$ cat src/rtl/rgbw_pwm_scheduler_if.sv
// Host-side duty staging and commit handshake for rgbw_pwm_scheduler.
interface rgbw_pwm_scheduler_if #(
  parameter int CNT_W = 8
);
  logic             wr_valid;
  logic [1:0]       wr_ch;
  logic [CNT_W-1:0] wr_duty;
  logic             wr_ready;
  logic             commit;
  logic             commit_pending;

  modport master (
    output wr_valid, wr_ch, wr_duty, commit,
    input  wr_ready, commit_pending
  );

  modport slave (
    input  wr_valid, wr_ch, wr_duty, commit,
    output wr_ready, commit_pending
  );
endinterface

$ cat src/rtl/rgbw_pwm_scheduler.sv
// Four-channel RGBW PWM sequencer: shadowed duties are committed atomically at the period wrap,
// with optional quarter-period phase staggering between channels.
module rgbw_pwm_scheduler #(
  parameter int CNT_W   = 8,
  parameter int STAGGER = 1
) (
  input  logic                clk,
  input  logic                reset,
  input  logic                presc_in,
  input  logic                enable,
  rgbw_pwm_scheduler_if.slave bus,
  output logic                period_start,
  output logic [3:0]          pwm
);

  localparam logic [CNT_W-1:0] CNT_MAX = {CNT_W{1'b1}};
  localparam logic [CNT_W-1:0] CNT_ONE = {{(CNT_W-1){1'b0}}, 1'b1};
  localparam logic [CNT_W-1:0] PH_STEP = (STAGGER != 0) ? (CNT_ONE << (CNT_W - 2)) : {CNT_W{1'b0}};

  typedef enum logic {
    ST_IDLE    = 1'b0,
    ST_PENDING = 1'b1
  } state_t;

  state_t           r_state;
  state_t           w_state_nxt;
  logic             r_presc_d;
  logic [CNT_W-1:0] r_cnt;
  logic [CNT_W-1:0] r_shadow [4];
  logic [CNT_W-1:0] r_active [4];
  logic             r_period_start;
  logic [3:0]       r_pwm;

  logic             w_tick;
  logic             w_wrap;
  logic             w_pending;
  logic             w_apply;
  logic             w_wr_acc;
  logic [CNT_W-1:0] w_phase [4];
  logic [3:0]       w_pwm_nxt;

  assign w_pending = (r_state == ST_PENDING);
  assign w_tick    = presc_in & ~r_presc_d & enable;
  assign w_wrap    = w_tick & (r_cnt == CNT_MAX);
  assign w_wr_acc  = bus.wr_valid & ~w_pending;

  assign bus.wr_ready       = ~w_pending;
  assign bus.commit_pending = w_pending;
  assign period_start       = r_period_start;
  assign pwm                = r_pwm;

  // Per-channel phase and compare; the offset is zero for every channel when staggering is off.
  always_comb begin
    for (int i = 0; i < 4; i++) begin
      w_phase[i]   = r_cnt + (PH_STEP * CNT_W'(i));
      w_pwm_nxt[i] = enable & (w_phase[i] < r_active[i]);
    end
  end

  // Commit FSM: a pending commit lands on the wrap, or immediately while disabled.
  always_comb begin
    w_state_nxt = r_state;
    w_apply     = 1'b0;
    case (r_state)
      ST_IDLE: begin
        if (bus.commit) begin
          w_state_nxt = ST_PENDING;
        end else begin
          w_state_nxt = ST_IDLE;
        end
      end
      ST_PENDING: begin
        if (w_wrap | ~enable) begin
          w_state_nxt = ST_IDLE;
          w_apply     = 1'b1;
        end else begin
          w_state_nxt = ST_PENDING;
        end
      end
      default: begin
        w_state_nxt = ST_IDLE;
        w_apply     = 1'b0;
      end
    endcase
  end

  always_ff @(posedge clk or negedge reset) begin
    if (!reset) begin
      r_state <= ST_IDLE;
    end else begin
      r_state <= w_state_nxt;
    end
  end

  // Tick detection, period counter and registered outputs.
  always_ff @(posedge clk or negedge reset) begin
    if (!reset) begin
      r_presc_d      <= 1'b0;
      r_cnt          <= {CNT_W{1'b0}};
      r_period_start <= 1'b0;
      r_pwm          <= 4'b0000;
    end else begin
      r_presc_d      <= presc_in;
      r_period_start <= w_wrap;
      r_pwm          <= w_pwm_nxt;
      if (!enable) begin
        r_cnt <= {CNT_W{1'b0}};
      end else if (w_tick) begin
        r_cnt <= r_cnt + CNT_ONE;
      end else begin
        r_cnt <= r_cnt;
      end
    end
  end

  // Shadow staging and atomic transfer; writes and applies never coincide because both key off pending.
  always_ff @(posedge clk or negedge reset) begin
    if (!reset) begin
      for (int i = 0; i < 4; i++) begin
        r_shadow[i] <= {CNT_W{1'b0}};
        r_active[i] <= {CNT_W{1'b0}};
      end
    end else begin
      if (w_apply) begin
        for (int i = 0; i < 4; i++) begin
          r_active[i] <= r_shadow[i];
        end
      end
      if (w_wr_acc) begin
        r_shadow[bus.wr_ch] <= bus.wr_duty;
      end
    end
  end

endmodule

$ cat src/flat_wrapper.sv
// flat-port wrapper written by rule: the top's interface ports become plain ports
module rgbw_pwm_scheduler_flat 
#(
  parameter int CNT_W   = 8,
  parameter int STAGGER = 1
)
  (clk, reset, presc_in, enable, period_start, pwm, bus_wr_valid, bus_wr_ch, bus_wr_duty, bus_commit, bus_wr_ready, bus_commit_pending);
  rgbw_pwm_scheduler_if #(.CNT_W(CNT_W)) bus_i ();
  input  logic clk;
  input  logic reset;
  input  logic presc_in;
  input  logic enable;
  output logic period_start;
  output logic [3:0] pwm;
  input wire logic [$bits(bus_i.wr_valid)-1:0] bus_wr_valid;
  input wire logic [$bits(bus_i.wr_ch)-1:0] bus_wr_ch;
  input wire logic [$bits(bus_i.wr_duty)-1:0] bus_wr_duty;
  input wire logic [$bits(bus_i.commit)-1:0] bus_commit;
  output wire logic [$bits(bus_i.wr_ready)-1:0] bus_wr_ready;
  output wire logic [$bits(bus_i.commit_pending)-1:0] bus_commit_pending;
  assign bus_i.wr_valid = bus_wr_valid;
  assign bus_i.wr_ch = bus_wr_ch;
  assign bus_i.wr_duty = bus_wr_duty;
  assign bus_i.commit = bus_commit;
  assign bus_wr_ready = bus_i.wr_ready;
  assign bus_commit_pending = bus_i.commit_pending;
  rgbw_pwm_scheduler #(.CNT_W(CNT_W), .STAGGER(STAGGER)) u_core (.clk(clk), .reset(reset), .presc_in(presc_in), .enable(enable), .bus(bus_i), .period_start(period_start), .pwm(pwm));
endmodule
$ cat config.mk
export PLATFORM = sky130hd
export DESIGN_NAME = rgbw_pwm_scheduler_flat
export DESIGN_NICKNAME = d
export VERILOG_FILES = /design/src/rtl/rgbw_pwm_scheduler_if.sv /design/src/rtl/rgbw_pwm_scheduler.sv /design/src/flat_wrapper.sv
export SDC_FILE = /design/constraint.sdc
export NUM_CORES = 1
export LEC_CHECK = 0
export CORE_UTILIZATION = 30
export DETAILED_ROUTE_END_ITERATION = 8
export PLACE_DENSITY = 0.56
export RECOVER_POWER = 50
export SLEW_MARGIN = 20
export SYNTH_ARGS = -nofsm -noshare
export SYNTH_HDL_FRONTEND = slang
export SYNTH_SLANG_ARGS = --single-unit
$ cat constraint.sdc
create_clock -name clk -period 4.3 [get_ports clk]
set_clock_uncertainty 0.1 [all_clocks]
set_input_delay 0.86 -clock clk [delete_from_list [all_inputs] [get_ports clk]]
set_output_delay 0.86 -clock clk [all_outputs]
set_load 0.05 [all_outputs]
==> flow_summary.toml <==
[grt]
grt.total_usage = 0.135
antenna_found_initial = 0
globalRouteOverflowTotal = 0
grt_pass1_vias = 2694
grt_start_max_net_pins = 80
grt_pass1_wl_um = 14700

[drt]
wirelength_um = 8960
viasPerCell = 4.80
wl_per_cell_um = 15.7
antenna_left = 0
dr.pass1.iters = 4
drc = 0
num_vias = 2740
first_iter_violations = 175

[finish]
final_common_cell = "dfrtp_1"
layout_common_cells = "dfrtp_1, nand2_1, inv_1"
n_antenna_cell = 0
final_area_um2 = 4800
final_cells = 571
syn_to_final_growth_pct = 16.3
drive_above_1_share = 0.225
seq_area_um2 = 1980
multi_input_area_um2 = 1900
fin_nets = 436
fill_cells = 1360

[power]
power_density_nw_per_um2 = 485
ir_drop_mv = 0.259
p_leak_nw = 2.17

[status]
status = "complete, but fails checks"
violations = "capacitance limit, slew limit"

[yosys]
yosysWarnings = 0
synth_seq_cells = 79
avgSynthCellArea_um2 = 11.2
synth_area_um2 = 4130
seq_area_frac_synth = 0.479
netlist.top_cell.by_area = "dfrtp_1"
synth_top_area_frac = 0.479
synth.distinct_cells = 33
synth_cells = 369
synth_nets = 415
synth.area.top_cells = "dfrtp_1, ha_1, o22ai_2, mux2_2, nand2_1"

[floorplanning]
start_util = 0.309
die_area_um2 = 14200
die_width_um = 119
die_y_um = 119
core-area_um2 = 13300
io_pins = 23
rows = 42

[placed_design]
place_area_um2 = 4490
placed_cells = 555
dpl.hpwl_um = 6060
gp_congestion = 0.746
io_buffers = 22

[min_path]
hp-class = "reg2reg"
min_path_cells = 1
min_to = "u_core.r_shadow[5]"
worst_hold_startpoint = "u_core.r_shadow[5]"

[run]
maxCapViolCount = 1

[sta]
fmax_ghz = 0.343
whs_ns = 0.411
rsz0062_at_grt = "false"
period_minus_slack_ns = 2.91
slew-limit-headroom = -0.301
drv_slew = 80
period_share = 0.677
tightestPinTransition_ns = 1.95
tns_ns = 0
final_hold_viol_count = 0
finalSetupViolCount = 0

[setup_path]
r2r-start = "u_core.r_cnt[1]"
worstPathMaxFanout = 38
cp.arrival_ns = 1.95
reg2reg_slack_ns = 2.12
start_kind = "register"
timing.rr.end = "u_core.bus.commit_pending"
cp-end-kind = "primary output"
cp.required_ns = 3.34
rr_worst_depth = 4
critPathKind = "reg2out"

[clock_tree]
ctsResizeCount = 0
numClockSinks = 79
htreeDepth = 3
holdBufCountCts = 0
cts_tree = "yes"
cts_root_buffer = "clkbuf_16"
clk_pin_slew_ns = 0.06
cts_buffers = 9
clock_latency_ns = 0.34
cts_buffer_depth = 2
cts_setup_buffers = 0
-- cell usage after synthesis --
library cell / number
nand3b_1: 1
inv_1: 36
or4_1: 1
o31ai_1: 1
nor3b_1: 4
nor4b_4: 1
o21ai_0: 11
nor4bb_1: 2
buf_6: 6
xor2_1: 2
nor3_1: 7
dfrtp_1: 79
nand2_1: 70
nand3_1: 2
or3_1: 3
nor4_1: 2
a21oi_1: 9
mux2_2: 33
o31a_4: 1
ha_1: 30
nand4_1: 1
buf_2: 4
nor2_1: 8
mux2i_1: 2
nor2b_1: 3
nand4b_4: 1
o22ai_1: 2
nand2b_1: 2
nor4_4: 1
o22ai_2: 30
a2111oi_0: 3
o2111ai_1: 4
clkbuf_1: 7
-- worst max-delay path by stage --
| stage | start | to | slack (ns) | cells past startpoint |
|---|---|---|---|---|
| 2_1_floorplan | u_core.bus.commit_pending | u_core.r_active[8] | 2.31 | 4 |
| 3_3_place_gp | presc_in | u_core.bus.commit_pending | 1.53 | 4 |
| 3_5_place_dp | presc_in | u_core.bus.commit_pending | 1.52 | 4 |
| 4_1_cts | u_core.bus.commit_pending | bus_commit_pending | 1.37 | 2 |
| 5_1_grt | u_core.bus.commit_pending | bus_commit_pending | 1.32 | 2 |
| 6_report | u_core.bus.commit_pending | bus_commit_pending | 1.39 | 2 |
-- layout make-up --
cell class	instances	area share
Inverter	36	0.0282
Multi-Input combinational cell	237	0.396
Sequential cell	79	0.412
Tap cell	176	0.0459
Clock buffer	11	0.0527
Clock inverter	5	0.0128
Timing Repair Buffer	27	0.0527
-- per-layer routing --
metal | vias to the layer above | GRT usage | wire [um]
li1 | 1323 | - | -
met1 | 1366 | 0.196 | 4760
met2 | 43 | 0.198 | 3870
met3 | 8 | 0.0263 | 226
met4 | 0 | 0.0459 | 97
met5 | - | 0 | 0
-- report_power, final --
part           internal (W)  switching (W)  leakage, nW
combinational      0.000244       0.000272         1.02
sequential         0.000916      0.0000986        0.987
clock              0.000486       0.000312        0.157
-- state kept, by name (all words and copies together), names as in the netlist --
register and cells:
u_core.bus.commit_pending 1, u_core.period_start 1, u_core.pwm 4, u_core.r_active 32, u_core.r_cnt 8, u_core.r_presc_d 1, u_core.r_shadow 32
-- per-stage QoR --
stage / setup slack, ns / total power (W) / util
floorplan: 2.31 / 0.00138 / -
global placement: 1.53 / 0.00152 / 0.336
detailed placement: 1.52 / 0.00154 / 0.336
CTS: 1.37 / 0.00236 / 0.360
global route: 1.32 / 0.00246 / 0.359
finish: 1.39 / 0.00233 / 0.359
-- kinds of logic (layout without fill, tap and decap cells) --
group	after synthesis	after routing	share of synthesized area
simple gates	109	109	0.131
flops	79	79	0.479
compound gates	61	61	0.139
buf+inv	53	79	0.0604
mux	35	35	0.0949
fa+ha+maj	30	30	0.0910
xor+xnor	2	2	0.00425
-- critical path, stage by stage (launching register included) --
cell	delay (ns)
dfrtp_1	0.35
buf_4	0.38
clkdlybuf4s50_1	0.88
No activity file was read; power rests on OpenSTA's default activity.
